`src/rtl/can_pkg.sv`:
```
// Shared definitions for the CAN frame receiver.
// Contents:
//   rx_state_t      receiver FSM state encoding
//   ID_W, DLC_W     identifier and DLC field widths
//   DATA_W, CNT_W   data payload width and field bit-counter width
//   *_DEF           default parameter values for can_rx
//   clamp_len()     limit a DLC value to the supported byte count
package can_pkg;

    localparam int ID_W             = 11;
    localparam int DLC_W            = 4;
    localparam int DATA_W           = 64;
    localparam int CNT_W            = 7;
    localparam int EOF_BITS_DEF     = 7;
    localparam int MAX_BYTES_DEF    = 8;
    localparam int RECOVER_BITS_DEF = 11;

    typedef enum logic [3:0] {
        ST_IDLE,
        ST_ID,
        ST_RTR,
        ST_IDE,
        ST_R0,
        ST_DLC,
        ST_DATA,
        ST_ACK_SLOT,
        ST_ACK_DELIM,
        ST_EOF,
        ST_ERROR
    } rx_state_t;

    function automatic logic [DLC_W-1:0] clamp_len(input logic [DLC_W-1:0] dlc,
                                                   input int max_bytes);
        if (int'(dlc) > max_bytes) begin
            return DLC_W'(max_bytes);
        end
        return dlc;
    endfunction

endpackage

```
`src/rtl/can_rx_shifter.sv`:
```
// Serial-in shadow register for one frame field (ID, DLC or data).
// Ports:
//   clk, rst   clock and synchronous active-high reset
//   clr        zero the register and the field counter (start of frame)
//   en         sample bit_in this cycle
//   bit_in     serial bus bit
//   len        number of bits in the field
//   data       assembled field value
//   done       high on the cycle the last bit of the field is sampled
// BYTE_LSB_FIRST=0: plain MSB-first shift.
// BYTE_LSB_FIRST=1: byte k lands in data[8k+7:8k], each byte MSB first
//                   (requires W=64).
module can_rx_shifter import can_pkg::*; #(
    parameter int W              = ID_W,
    parameter bit BYTE_LSB_FIRST = 1'b0
) (
    input  logic             clk,
    input  logic             rst,
    input  logic             clr,
    input  logic             en,
    input  logic             bit_in,
    input  logic [CNT_W-1:0] len,
    output logic [W-1:0]     data,
    output logic             done
);

    logic [CNT_W-1:0] cnt;

    assign done = en && (cnt == len - CNT_W'(1));

    always_ff @(posedge clk) begin
        if (rst || clr) begin
            cnt <= '0;
        end else if (en) begin
            cnt <= done ? '0 : cnt + CNT_W'(1);
        end
    end

    generate
        if (BYTE_LSB_FIRST) begin : g_byte
            // Byte index from cnt[5:3]; bit 7 of each byte arrives first.
            logic [5:0] pos;
            assign pos = {cnt[5:3], ~cnt[2:0]};

            always_ff @(posedge clk) begin
                if (rst || clr) begin
                    data <= '0;
                end else if (en) begin
                    data[pos] <= bit_in;
                end
            end
        end else begin : g_shift
            always_ff @(posedge clk) begin
                if (rst || clr) begin
                    data <= '0;
                end else if (en) begin
                    data <= {data[W-2:0], bit_in};
                end
            end
        end
    endgenerate

endmodule

```
`src/rtl/can_rx.sv`:
```
// Bit-serial CAN frame receiver (one bus bit per clk, no stuffing, no CRC).
// Frame: SOF, ID[11], RTR, IDE, r0, DLC[4], data, ACK slot, ACK delim, EOF.
// Optional build macro CAN_RX_ID_FILTER_EN adds FILTER_ID / FILTER_MASK
// acceptance filtering; rejected frames are tracked but neither ACKed nor
// committed.
// Ports:
//   clk, rst   clock and synchronous active-high reset
//   rx         bus level (0 = dominant)
//   ack_tx     ACK drive, 0 = dominant, low only in the ACK slot
//   rx_id, rx_rtr, rx_dlc, rx_data   held frame fields
//   rx_valid / rx_ready              consumer handshake
//   rx_busy    receiver not idle
//   form_err   one-cycle pulse on a form error
//   overrun    sticky, a held frame was overwritten
module can_rx import can_pkg::*; #(
    parameter int EOF_BITS     = EOF_BITS_DEF,
    parameter int MAX_BYTES    = MAX_BYTES_DEF,
    parameter int RECOVER_BITS = RECOVER_BITS_DEF
`ifdef CAN_RX_ID_FILTER_EN
    ,
    parameter logic [ID_W-1:0] FILTER_ID   = '0,
    parameter logic [ID_W-1:0] FILTER_MASK = '0
`endif
) (
    input  logic              clk,
    input  logic              rst,
    input  logic              rx,
    output logic              ack_tx,
    output logic [ID_W-1:0]   rx_id,
    output logic              rx_rtr,
    output logic [DLC_W-1:0]  rx_dlc,
    output logic [DATA_W-1:0] rx_data,
    output logic              rx_valid,
    input  logic              rx_ready,
    output logic              rx_busy,
    output logic              form_err,
    output logic              overrun
);

    rx_state_t        state;
    logic [7:0]       cnt;
    logic             rtr_q;
    logic             id_match;
    logic [CNT_W-1:0] data_bits;

    logic [ID_W-1:0]   id_sh;
    logic [DLC_W-1:0]  dlc_sh;
    logic [DATA_W-1:0] data_sh;
    logic              id_done, dlc_done, data_done;

    logic              sof;
    logic              commit;
    logic              handshake;
    logic [DLC_W-1:0]  dlc_full;
    logic [DLC_W-1:0]  dlc_clamped;

    assign sof       = (state == ST_IDLE) && !rx;
    assign handshake = rx_valid && rx_ready;
    assign commit    = (state == ST_EOF) && rx && (cnt == 8'(EOF_BITS - 1)) && id_match;

    // The final DLC bit is still on rx when the field completes.
    assign dlc_full    = {dlc_sh[DLC_W-2:0], rx};
    assign dlc_clamped = clamp_len(dlc_full, MAX_BYTES);

    assign ack_tx  = !((state == ST_ACK_SLOT) && id_match);
    assign rx_busy = (state != ST_IDLE);

`ifdef CAN_RX_ID_FILTER_EN
    logic [ID_W-1:0] id_full;
    assign id_full = {id_sh[ID_W-2:0], rx};
`endif

    can_rx_shifter #(.W(ID_W), .BYTE_LSB_FIRST(1'b0)) u_id (
        .clk    (clk),
        .rst    (rst),
        .clr    (sof),
        .en     (state == ST_ID),
        .bit_in (rx),
        .len    (CNT_W'(ID_W)),
        .data   (id_sh),
        .done   (id_done)
    );

    can_rx_shifter #(.W(DLC_W), .BYTE_LSB_FIRST(1'b0)) u_dlc (
        .clk    (clk),
        .rst    (rst),
        .clr    (sof),
        .en     (state == ST_DLC),
        .bit_in (rx),
        .len    (CNT_W'(DLC_W)),
        .data   (dlc_sh),
        .done   (dlc_done)
    );

    can_rx_shifter #(.W(DATA_W), .BYTE_LSB_FIRST(1'b1)) u_data (
        .clk    (clk),
        .rst    (rst),
        .clr    (sof),
        .en     (state == ST_DATA),
        .bit_in (rx),
        .len    (data_bits),
        .data   (data_sh),
        .done   (data_done)
    );

    always_ff @(posedge clk) begin
        if (rst) begin
            state     <= ST_IDLE;
            cnt       <= '0;
            rtr_q     <= 1'b0;
            id_match  <= 1'b0;
            data_bits <= '0;
            rx_id     <= '0;
            rx_rtr    <= 1'b0;
            rx_dlc    <= '0;
            rx_data   <= '0;
            rx_valid  <= 1'b0;
            overrun   <= 1'b0;
            form_err  <= 1'b0;
        end else begin
            form_err <= 1'b0;

            case (state)
                ST_IDLE: begin
                    if (!rx) begin
                        state <= ST_ID;
                    end
                end
                ST_ID: begin
                    if (id_done) begin
                        state <= ST_RTR;
`ifdef CAN_RX_ID_FILTER_EN
                        id_match <= (((id_full ^ FILTER_ID) & FILTER_MASK) == '0);
`else
                        id_match <= 1'b1;
`endif
                    end
                end
                ST_RTR: begin
                    rtr_q <= rx;
                    state <= ST_IDE;
                end
                ST_IDE: state <= ST_R0;
                ST_R0:  state <= ST_DLC;
                ST_DLC: begin
                    if (dlc_done) begin
                        data_bits <= {dlc_clamped, 3'b000};
                        state     <= (dlc_clamped != '0) ? ST_DATA : ST_ACK_SLOT;
                    end
                end
                ST_DATA: begin
                    if (data_done) begin
                        state <= ST_ACK_SLOT;
                    end
                end
                ST_ACK_SLOT: state <= ST_ACK_DELIM;
                ST_ACK_DELIM: begin
                    cnt <= '0;
                    if (!rx) begin
                        form_err <= 1'b1;
                        state    <= ST_ERROR;
                    end else begin
                        state <= ST_EOF;
                    end
                end
                ST_EOF: begin
                    if (!rx) begin
                        form_err <= 1'b1;
                        cnt      <= '0;
                        state    <= ST_ERROR;
                    end else if (cnt == 8'(EOF_BITS - 1)) begin
                        cnt   <= '0;
                        state <= ST_IDLE;
                    end else begin
                        cnt <= cnt + 8'd1;
                    end
                end
                ST_ERROR: begin
                    if (!rx) begin
                        cnt <= '0;
                    end else if (cnt == 8'(RECOVER_BITS - 1)) begin
                        cnt   <= '0;
                        state <= ST_IDLE;
                    end else begin
                        cnt <= cnt + 8'd1;
                    end
                end
                default: begin
                    cnt   <= '0;
                    state <= ST_IDLE;
                end
            endcase

            if (handshake) begin
                rx_valid <= 1'b0;
                overrun  <= 1'b0;
            end

            // A same-cycle handshake is accept-then-load: valid stays set
            // and the overrun flag keeps its current value.
            if (commit) begin
                rx_id    <= id_sh;
                rx_rtr   <= rtr_q;
                rx_dlc   <= dlc_sh;
                rx_data  <= data_sh;
                rx_valid <= 1'b1;
                if (handshake) begin
                    overrun <= overrun;
                end else if (rx_valid) begin
                    overrun <= 1'b1;
                end
            end
        end
    end

endmodule

```
`config.mk`:
```
export PLATFORM = sky130hd
export DESIGN_NAME = can_rx
export DESIGN_NICKNAME = d
export VERILOG_FILES = /design/src/rtl/can_pkg.sv /design/src/rtl/can_rx_shifter.sv /design/src/rtl/can_rx.sv
export SDC_FILE = /design/constraint.sdc
export NUM_CORES = 1
export LEC_CHECK = 0
export BUFFER_PORTS_ARGS = -buffer_cell sky130_fd_sc_hd__buf_2
export CAP_MARGIN = 5
export CORE_MARGIN = 2
export CORE_UTILIZATION = 37
export CTS_CLUSTER_SIZE = 14
export DETAILED_ROUTE_END_ITERATION = 7
export SLEW_MARGIN = 20
export SYNTH_ARGS = -nofsm -noshare
export SYNTH_HDL_FRONTEND = slang
export SYNTH_HIERARCHICAL = 1
export SYNTH_SLANG_ARGS = --single-unit
```
`constraint.sdc`:
```
create_clock -name clk -period 3.7 [get_ports clk]
set_input_delay 0.37 -clock clk [delete_from_list [all_inputs] [get_ports clk]]
set_output_delay 0.37 -clock clk [all_outputs]
set_load 0.05 [all_outputs]
```
After elaboration in Yosys (flattened, before gate mapping) --
Cells that the tools add are included.
Operators by class: $mul 0, $add $sub $neg 5, divide/modulo/power cells 0, multiplexer cells 32, bitwise operators 2, equal/unequal tests 23, reduce and logical (&&, ||, !) cells 23, shift-type cells 0, magnitude comparators 3
Operators by type and width (number):
- $bwmux 64 | 1
- $pmux 4 s11 | 1
- $mux 4 | 10
- $mux 8 | 4
- $pmux 8 s3 | 1
- $add 7x1->7 const B | 3
- $mux 7 | 3
- $eq 4x3->1 const B | 4
- $ne 2x2->1 const B | 7
- $eq 4x4->1 const B | 3
- $logic_and 1x1->1 | 10
- $mux 1 | 10
- $add 8x1->8 const B | 1
- $eq 4x2->1 const B | 2
- $eq 8x3->1 const B | 1
- $eq 8x4->1 const B | 1
- $reduce_bool 4->1 | 2
- $reduce_or 8->1 | 1
- $eq 7x2->1 const B | 1
- $eq 7x4->1 const B | 1
- $eq 7x7->1 | 1
- $lt 6x7->1 const B | 1
- $reduce_and 7->1 | 1
- $sub 7x1->7 const B | 1
- 14 further kinds | 17
Word-level totals: register bits after elaboration 201, memories kept 0, word-level logic and storage cells 106, bits in latches 0, output and inout port bits 85, bits in read-only memories 0, input bits 4, memory bits (writable) 0

Depth between registers and ports, before layout --
Gate-level depths: netlist of run 1.
word-level depth 7, gate-level depth with buffers 11

Cells and area by module --
Netlist of run 1, hierarchy kept.
By module, submodules not included:
- can_rx | sequential area each 2021.9 sq um, cells each 503, area an instance 3996.3 sq um, instances 1
- can_rx_shifter at u_data | sequential area each 1421.4 sq um, cells each 396, area an instance 3150.5 sq um, instances 1
- can_rx_shifter at u_id | sequential area each 360.3 sq um, cells each 108, area an instance 974.7 sq um, instances 1
- can_rx_shifter at u_dlc | sequential area each 220.2 sq um, cells each 85, area an instance 730.7 sq um, instances 1

Worst setup path before layout of run 1 --
Ideal clock, no wire load.
path type register to register, start register state[3], end register state[0], arrival time 2494 ps, slack 1086 ps, path buffers 3, clock period less this slack 2614 ps, library setup time 121 ps, cell stages (with the launch flop) 12, data required time 3579 ps, cells stage by stage dfxtp_1 > buf_2 > clkbuf_1 > nor3_1 > clkbuf_1 > nand4_1 > a211oi_4 > or4b_1 > a21oi_1 > nor3_1 > o21ai_2 > mux2_2
On the way: word-level cells in the longest chain between the ends 4, elaborated cells between the ends (all ways) 23, those cells by class eq/ne: 17; mux: 1; reduce/logical: 5
RTL lines:
- from (decl) | RTL line can_rx.sv:40 | rx_state_t state;
- from (signal assigned) | RTL line can_rx.sv:148 | state <= (dlc_clamped != '0) ? ST_DATA : ST_ACK_SLOT;
- $eq 4x1->1 | RTL line can_rx.sv:77 | .en (state == ST_ID),
- $logic_and 1x1->1 | RTL line can_rx_shifter.sv:29 | assign done = en && (cnt == len - CNT_W'(1));
- named net id_done | RTL line can_rx.sv:49 | logic id_done, dlc_done, data_done;
- $ne 2x2->1 (no line)
- $reduce_and 7->1 (no line)
The timed path passes the listed nets, and every way through them passes these cells. A chain may end at the register's enable or synchronous reset.

Final worst setup path of run 1 --
start register state[1], end register state[1]
On the way: word-level cells in the longest chain between the ends 4, elaborated cells between the ends (all ways) 23, those cells by class eq/ne: 17; mux: 1; reduce/logical: 5
RTL lines:
- $eq 4x3->1 | RTL line can_rx.sv:99 | .en (state == ST_DATA),
- $logic_and 1x1->1 | RTL line can_rx_shifter.sv:29
- named net data_done | RTL line can_rx.sv:49
- $ne 2x2->1 (no line)
- $reduce_and 7->1 (no line)
The timed path passes the listed nets, and every way through them passes these cells.

==> results.ini, run 1 <==
[outcome]
status=complete, no violations

[route]
wl_per_cell_um=14.87
ant_nets=0
wirelength_mm=22.91
drt_iter0_drc=573
drc=0
vias=7819
firstDrtPassIters=5
via_per_inst=5.074

[synth]
netlist_instances=1092
synth.distinct_cells=68
synth_top_flop_cell=dfxtp_1
syn_area_um2=8852
avgSynthCellArea_um2=8.106
synth_edf_count=0
synthArstFlopShare_pct=0
yosys_warnings=6
seq_area_frac_synth_pct=45.46
ys_ff_latch=201

[setup_path]
arrival_ns=3.29
critPathMaxFanout=19
crit_required_ns=4.09
endpoint_kind=flip-flop
crit_slowest_cell=dfxtp_1
critPathKind=reg2reg
cpPeakStageDelay_ns=0.66
crit_chain=nand2b_1 > nor2_1 > buf_4 > nand4_1 > a2111oi_4 > nand3b_1 > a211oi_1 > nor3_1 > o21ai_2 > mux2_2
cp-start-kind=flip-flop

[sta]
hold_viol=0
slew_headroom_pct=32.38
fin_hold_ws_ns=0.05640
max_freq_ghz=0.3456
clock_skew_ns=0.01178
fin_crit_ns=2.893
tns_ns=0
tightest_slew_ns=1.011
fin_crit_sh_pct=78.20
finalSetupViolations=0
drv_slew=0
rsz0062_at_grt=false

[finish]
nets=1219
n_antenna_cell=0
mostFrequentLayoutCells=201 x dfxtp_1, 191 x nand2_1, 157 x a21oi_1
layout_commonest_cell=dfxtp_1
area_growth_pct=18.15
fillers=2407
drive_gt1_share_pct=13.01
design_area_um2=10460
fin_cells=1541

[floorplan]
die_width_um=158.7
io_pins=89
die_h_um=158.7
start_util_pct=37.71
num_rows=56
design.core.area_um2=23470
dieArea_um2=25180

[power]
p_leak_nw=3.820
powerDensity_nw_per_um2=471.2
ir_drop_mv=0.2631

[global_routing]
grt_pass1_vias=7182
grt_overflow=0
grt_max_degree=72
grt_first_pass_wirelength_mm=37.15
grt_use_total_pct=18.24
antenna_found_initial=0

[place]
place_hpwl_mm=14.74
postPlaceCellArea_um2=9746
place_congestion=0.8057
place_inst=1501
io_buffers=88

[cts]
cts_hold_buf=0
insertion_delay_ns=0.51
clock-sinks=201
cts_tree=yes
cts_root_buf=clkbuf_16
clockBufferDepth=3
cts_setup_buffers=0
post_cts_resize_count=0
clk_pin_slew_ns=0.06
htree_levels=1
cts_buffers=23

[run]
maxCapViolCount=0

[min_path]
min_path_type=in2reg

## per-stage QoR
step	setup WS (ns)	util (%)	power, mW
floorplan	1.086	-	2.691
global placement	0.8400	41.52	2.789
detailed placement	0.8230	41.52	2.796
CTS	0.8177	44.56	4.982
global route	0.4791	44.56	5.147
finish	0.8066	44.56	4.928
## sequential cells by signal (all words and copies together) (netlist names), 4 cells and up
signal,count
u_dlc/cnt,7
u_dlc/data,4
u_id/data,11
state,4
u_id/cnt,7
u_data/data,64
u_data/cnt,7
rx_dlc,4
rx_data,64
data_bits,4
rx_id,11
cnt,8
## worst max-delay path, delay by kind of cell, from the launching register on
kind            cells  cell delay [ns]
mux                 1             0.28
flops               1             0.66
compound gates      3             0.76
buf+inv             1             0.19
simple gates        5             0.88
## per-layer routing
metal  routed length [um]  share of wire, %  GRT usage [%]
met4                  489               2.1          5.620
met1                10730                47          25.10
met3                 1063               4.6          2.477
met5                    0                 0              0
met2                10620                46          29.71
## final timing paths
kind	startpoint	end	slack, ns	cells past startpoint
setup / recovery	state[1]$_SDFFE_PP0P_	state[1]$_SDFFE_PP0P_	0.81	10
hold / removal	rx_ready	overrun$_SDFFE_PP0P_	0.06	2
setup reg to reg	state[1]$_SDFFE_PP0P_	state[1]$_SDFFE_PP0P_	0.81	10
hold reg to reg	rx_data[5]$_SDFFE_PP0P_	rx_data[5]$_SDFFE_PP0P_	0.45	2
## final cells by class
type / instances / area, um2 / area share (%)
clock buffers: 34 / 646.9 / 6.185
well taps: 319 / 399.1 / 3.816
inverters: 12 / 45.04 / 0.4307
repair buffers: 98 / 543.0 / 5.192
flip-flops and latches: 201 / 4024 / 38.47
clock inverters: 6 / 66.31 / 0.6340
multi-input cells: 871 / 4735 / 45.27
## where the power goes
| group | internal [mW] | switching [mW] | leakage, nW |
|---|---|---|---|
| registers | 2.19 | 0.0622 | 1.62 |
| clock network | 1.28 | 0.893 | 0.350 |
| logic | 0.177 | 0.325 | 1.85 |
## synthesized netlist by cell type, types with 15 or more instances
master / instances / area (um2)
nand3_1: 82 / 410.4
xor2_1: 25 / 219.0
mux2i_1: 18 / 180.2
nand2_1: 191 / 716.9
clkbuf_1: 52 / 195.2
o21ai_0: 75 / 375.4
buf_2: 15 / 75.07
dfxtp_1: 201 / 4024
nor3_1: 31 / 155.2
nor2_1: 59 / 221.5
a21oi_1: 157 / 785.8
## logic make-up after synthesis
logic type                 synth area share [%]
DFF                                       45.46
and+or+nand+nor                           24.85
other                                   0.08484
xor gates and xnor gates                  4.424
adders and majority gates                 1.131
muxes                                     2.417
buffers and inverters                     4.113
AOI/OAI and AO/OA                         17.53
Note: power is estimated with default switching activity, not from simulation.
==> run 2, diff against run 1 <==
==> constraint.sdc (replaced) <==
create_clock -name clk -period 2.4 [get_ports clk]
set_input_delay 0.24 -clock clk [delete_from_list [all_inputs] [get_ports clk]]
set_output_delay 0.24 -clock clk [all_outputs]
set_load 0.05 [all_outputs]
==> results.ini, run 2 (synthesis gave the netlist of run 1 again) <==
[sta]
hold_viol=0  ; unchanged
tightest_slew_ns=0.6547  ; was 1.011 ns
tns_ns=0  ; unchanged
rsz0062_at_grt=false  ; unchanged
fin_crit_ns=2.307  ; was 2.893 ns
drv_slew=0  ; unchanged
max_freq_ghz=0.4335  ; was 0.3456 GHz
finalSetupViolations=0  ; unchanged
fin_crit_sh_pct=96.12  ; was 78.20%
slew_headroom_pct=56.35  ; was 32.38%
clock_skew_ns=0.01558  ; was 0.01178 ns

[route]
wirelength_mm=23.03  ; was 22.91 mm
drc=0  ; unchanged
via_per_inst=5.020  ; was 5.074
firstDrtPassIters=5  ; unchanged
wl_per_cell_um=14.57  ; was 14.87 um
drt_iter0_drc=541  ; was 573
ant_nets=0  ; unchanged
vias=7936  ; was 7819

[global_routing]
grt_first_pass_wirelength_mm=37.06  ; was 37.15 mm
grt_use_total_pct=18.08  ; was 18.24%
grt_pass1_vias=7265  ; was 7182
grt_max_degree=66  ; was 72
antenna_found_initial=0  ; unchanged
grt_overflow=0  ; unchanged

[floorplan]
io_pins=89  ; unchanged
die_h_um=158.7  ; unchanged
start_util_pct=37.71  ; unchanged
die_width_um=158.7  ; unchanged
num_rows=56  ; unchanged
dieArea_um2=25180  ; unchanged
design.core.area_um2=23470  ; unchanged

[setup_path]
r2r-start=u_data/cnt[6]$_SDFFE_PP0P_  ; was state[1]$_SDFFE_PP0P_
r2r_slack_ns=0.09  ; was 0.81 ns
cp_num_buf_inv=1  ; unchanged
cp-start-kind=flip-flop  ; unchanged
crit_chain=buf_4 > xor2_1 > o41a_1 > a2111oi_4 > nand3b_1 > a211oi_2 > nor3_2 > o21ai_2 > mux2_2  ; was nand2b_1 > nor2_1 > buf_4 > nand4_1 > a2111oi_4 > nand3b_1 > a211oi_1 > nor3_1 > o21ai_2 > mux2_2
endpoint_kind=flip-flop  ; unchanged
cpPeakStageDelay_ns=0.47  ; was 0.66 ns
reg2reg_depth=9  ; was 10
timing.rr.end=state[1]$_SDFFE_PP0P_  ; unchanged
arrival_ns=2.70  ; was 3.29 ns
critical-path-top-delay-family=compound AO/OA/AOI/OAI gates  ; was simple AND/OR/NAND/NOR gates
crit_required_ns=2.79  ; was 4.09 ns
critPathMaxFanout=3  ; was 19
critPathKind=reg2reg  ; unchanged
crit_slowest_cell=o41a_1  ; was dfxtp_1

[finish]
n_antenna_cell=0  ; unchanged
design_area_um2=10890  ; was 10460 um2
mostFrequentLayoutCells=200 x dfxtp_1, 191 x nand2_1, 157 x a21oi_1  ; was 201 x dfxtp_1, 191 x nand2_1, 157 x a21oi_1
seq_area_um2=4025  ; was 4024 um2
nets=1258  ; was 1219
layout_commonest_cell=dfxtp_1  ; unchanged
area_growth_pct=22.98  ; was 18.15%
reg_top3=rx_data: 64 flops, u_data/data: 64 flops  ; unchanged
multi_input_area_um2=4756  ; was 4735 um2
fillers=2358  ; was 2407
drive_gt1_share_pct=16.64  ; was 13.01%

[cts]
htree_levels=1  ; unchanged
clock-sinks=201  ; unchanged
cts_buffers=23  ; unchanged
cts_tree=yes  ; unchanged
insertion_delay_ns=0.51  ; about the same
clk_pin_slew_ns=0.06  ; about the same
cts_root_buf=clkbuf_16  ; unchanged
clockBufferDepth=3  ; unchanged

[run]
maxCapViolCount=0  ; unchanged

[power]
powerDensity_nw_per_um2=738.3  ; was 471.2 nW/um2
p_leak_nw=4.080  ; was 3.820 nW
ir_drop_mv=0.4798  ; was 0.2631 mV
p_total_mw=8.037  ; was 4.928 mW

[min_path]
hp-start=rst  ; was rx_ready
hold_path_end=rtr_q$_SDFFE_PP0P_  ; was overrun$_SDFFE_PP0P_
min_path_type=in2reg  ; unchanged
hold_depth=2  ; unchanged

[outcome]
status=complete, no violations  ; unchanged

[place]
io_buffers=88  ; unchanged
place_hpwl_mm=15.21  ; was 14.74 mm
place_congestion=0.8408  ; was 0.8057
postPlaceCellArea_um2=10050  ; was 9746 um2

run 2: cell count changes in the layout (fill, tap and decap cells not counted), moves of 2 or more:
cell,previous run,this run
buf_4,9,46
clkbuf_1,8,1
clkbuf_8,3,7
bufinv_16,1,3
clkinv_2,2,4
inv_6,3,1
run 2: per-stage QoR:
stage	hold WS (ns)	std cells	setup slack (ns)	util, %
floorplan	0.3433	1159	0.005354	-
global placement	0.4410	1539	0.1240	42.83
detailed placement	0.4431	1539	0.09105	42.83
CTS	0.1792	1581	0.07617	46.32
global route	0.2034	1581	0.005944	46.38
finish	0.1854	1581	0.09309	46.38
run 2: routing by layer:
metal | global-route usage, % | up-vias | wire, um
met5 | 0 | - | 0
met4 | 4.676 | 0 | 539
met3 | 2.477 | 33 | 1013
met2 | 29.54 | 161 | 10600
met1 | 25.11 | 3715 | 10880
li1 | - | 4027 | -
run 2: worst register-to-register path: cells and delay by family (launching register included):
kind / cells / cell delay [ns]
buf+inv: 1 / 0.14
mux: 1 / 0.28
compound gates: 4 / 0.95
xor+xnor: 1 / 0.18
flops: 1 / 0.31
simple gates: 2 / 0.33
run 2: where the power goes:
group / switching (mW) / internal, mW / total (mW)
Clock: 1.40 / 2.29 / 3.69
Sequential: 0.0381 / 3.38 / 3.41
Combinational: 0.583 / 0.352 / 0.935
run 2: worst max path at each step:
stage,start,endpoint,depth (start not counted)
detailed placement,u_data/cnt[6]$_SDFFE_PP0P_,state[1]$_SDFFE_PP0P_,9
finish,u_data/cnt[6]$_SDFFE_PP0P_,state[1]$_SDFFE_PP0P_,9
floorplan,state[2]$_SDFFE_PP0P_,state[0]$_SDFFE_PP0P_,10
CTS,u_data/cnt[6]$_SDFFE_PP0P_,state[1]$_SDFFE_PP0P_,9
global route,u_data/cnt[6]$_SDFFE_PP0P_,state[1]$_SDFFE_PP0P_,9
global placement,u_data/cnt[6]$_SDFFE_PP0P_,state[1]$_SDFFE_PP0P_,9
run 2: timing repair:
item                                    4_1_cts  5_1_grt
endpoints found under the hold margin         1        0
endpoints found under the setup margin        0        2
hold buffers                                  1        0
resized for setup                             0        3
setup buffers                                 0        0
run 2: area by class of cell:
class	count	area share, %
multi-input cells	871	43.68
clock inverters	10	1.241
clock buffers	31	6.206
flip-flops and latches	201	36.97
inverters	12	0.4137
repair buffers	137	7.815
well taps	319	3.666
==> run 3, diff against run 2 <==
--- a/config.mk
+++ b/config.mk
@@ -11,8 +11,10 @@
 export CORE_UTILIZATION = 37
 export CTS_CLUSTER_SIZE = 14
 export DETAILED_ROUTE_END_ITERATION = 7
+export PLACE_DENSITY = 0.68
 export SLEW_MARGIN = 20
 export SYNTH_ARGS = -nofsm -noshare
 export SYNTH_HDL_FRONTEND = slang
 export SYNTH_HIERARCHICAL = 1
 export SYNTH_SLANG_ARGS = --single-unit
+export TNS_END_PERCENT = 1
==> results.ini, run 3 (synthesis gave the netlist of run 1 again) <==
[sta]
drv_slew=0  ; unchanged
fin_ws_ns=0.1112  ; was 0.09309 ns
tightest_slew_ns=0.7639  ; was 0.6547 ns
slew_headroom_pct=48.68  ; was 56.35%
max_freq_ghz=0.4369  ; was 0.4335 GHz
fin_crit_sh_pct=95.37  ; was 96.12%
rsz0062_at_grt=true  ; was false
hold_viol=0  ; unchanged
finalSetupViolations=0  ; unchanged
clock_skew_ns=0.01888  ; was 0.01558 ns
fin_crit_ns=2.289  ; was 2.307 ns

[power]
p_total_mw=7.875  ; was 8.037 mW
ir_drop_mv=0.4209  ; was 0.4798 mV
powerDensity_nw_per_um2=727.6  ; was 738.3 nW/um2
p_leak_nw=4.029  ; was 4.080 nW

[route]
ant_nets=0  ; unchanged
wl_per_cell_um=14.42  ; was 14.57 um
firstDrtPassIters=5  ; unchanged
via_per_inst=5.114  ; was 5.020
drt_iter0_drc=618  ; was 541
drc=0  ; unchanged
wirelength_mm=22.69  ; was 23.03 mm
vias=8049  ; was 7936

[setup_path]
endpoint_kind=flip-flop  ; unchanged
reg2reg_depth=9  ; unchanged
cp-start-kind=flip-flop  ; unchanged
arrival_ns=2.68  ; was 2.70 ns
crit_start=u_data/cnt[6]$_SDFFE_PP0P_  ; unchanged
timing.rr.end=state[1]$_SDFFE_PP0P_  ; unchanged
r2r_slack_ns=0.11  ; was 0.09 ns
r2r-start=u_data/cnt[6]$_SDFFE_PP0P_  ; unchanged
critPathMaxFanout=3  ; unchanged
crit_required_ns=2.79  ; about the same
critPathKind=reg2reg  ; unchanged

[min_path]
hold_path_end=data_bits[4]$_SDFFE_PP0P_  ; was rtr_q$_SDFFE_PP0P_
hp-start=rst  ; unchanged
hold_depth=2  ; unchanged
min_path_type=in2reg  ; unchanged

[floorplan]
die_width_um=158.7  ; unchanged
num_rows=56  ; unchanged
dieArea_um2=25180  ; unchanged
io_pins=89  ; unchanged
design.core.area_um2=23470  ; unchanged
die_h_um=158.7  ; unchanged
start_util_pct=37.71  ; unchanged

[place]
place_congestion=0.8547  ; was 0.8408
io_buffers=88  ; unchanged
preCtsSetupSlack_ns=0.1064  ; was 0.09105 ns
place_hpwl_mm=15.18  ; was 15.21 mm

[cts]
clock-sinks=201  ; unchanged
insertion_delay_ns=0.50  ; was 0.51 ns
cts_setup_buffers=0  ; unchanged
htree_levels=1  ; unchanged
clk_pin_slew_ns=0.06  ; about the same
clockBufferDepth=3  ; unchanged
cts_tree=yes  ; unchanged
cts_root_buf=clkbuf_16  ; unchanged
cts_buffers=22  ; was 23

[finish]
fillers=2318  ; was 2358
n_antenna_cell=0  ; unchanged
mostFrequentLayoutCells=199 x dfxtp_1, 191 x nand2_1, 157 x a21oi_1  ; was 200 x dfxtp_1, 191 x nand2_1, 157 x a21oi_1
layout_commonest_cell=dfxtp_1  ; unchanged
area_growth_pct=22.26  ; was 22.98%
nets=1251  ; was 1258
reg_top3=rx_data: 64 flops, u_data/data: 64 flops  ; unchanged
drive_gt1_share_pct=16.18  ; was 16.64%

[global_routing]
grt_pass1_vias=7220  ; was 7265
grt_first_pass_wirelength_mm=36.51  ; was 37.06 mm
grt_max_degree=81  ; was 66
grt_overflow=0  ; unchanged
antenna_found_initial=0  ; unchanged
grt_use_total_pct=17.77  ; was 18.08%

[run]
maxCapViolCount=0  ; unchanged

[outcome]
status=complete, no violations  ; unchanged

run 3: critical path, cell delays in order (launching register included):
cell and delay [ns]:
dfxtp_1 0.32, buf_4 0.14, xor2_1 0.18, o41a_1 0.42, a2111oi_4 0.23, nand3b_1 0.17, a211oi_2 0.08, nor3_2 0.25
o21ai_2 0.10, mux2_2 0.28
run 3: metrics by stage:
stage / instance area (um2) / hold WS [ns] / cells / utilization (%) / setup TNS (ns)
after floorplan: 9116 / 0.3433 / 1159 / - / -0.1060
after global placement: 10010 / 0.4363 / 1533 / 42.63 / 0
after detailed placement: 10010 / 0.4429 / 1533 / 42.63 / 0
after CTS: 10790 / 0.09661 / 1574 / 45.96 / 0
after global routing: 10820 / 0.1206 / 1574 / 46.11 / -0.004239
final: 10820 / 0.1173 / 1574 / 46.11 / 0
run 3: routing by layer:
metal  part of all wire, %  vias to the layer above  global-route usage [%]
met2                    46                      231                   28.70
met1                    46                     3755                   24.83
met3                   5.7                       39                   2.722
li1                      -                     4024                       -
met4                   2.1                        0                   4.505
met5                     0                        -                       0
run 3: power breakdown:
| part | switching [mW] | internal, mW | total, mW | leakage [nW] |
|---|---|---|---|---|
| Sequential | 0.0448 | 3.37 | 3.42 | 1.62 |
| Combinational | 0.567 | 0.341 | 0.909 | 2.03 |
| Clock | 1.34 | 2.20 | 3.55 | 0.377 |
| Total | 1.96 | 5.92 | 7.87 | 4.03 |
run 3: how the worst max path moves through the flow:
stage                            endpoint
floorplan           state[0]$_SDFFE_PP0P_
global placement    state[1]$_SDFFE_PP0P_
detailed placement  state[0]$_SDFFE_PP0P_
CTS                 state[1]$_SDFFE_PP0P_
global route        state[1]$_SDFFE_PP0P_
finish              state[1]$_SDFFE_PP0P_
run 3: what timing repair did:
action	in CTS	in global routing
hold buffers	1	0
setup endpoints to repair	0	2
gates resized for setup	0	9
endpoints found under the hold margin	1	0
run 3: final cells by class:
type	count	area [um2]	share of cell area [%]
clock buffer	32	649.4	6.000
clock inverter	8	121.4	1.121
inverter	12	45.04	0.4162
multi-input combinational	871	4773	44.10
sequential	201	4029	37.23
tap	319	399.1	3.688
timing repair buffer	131	805.8	7.445
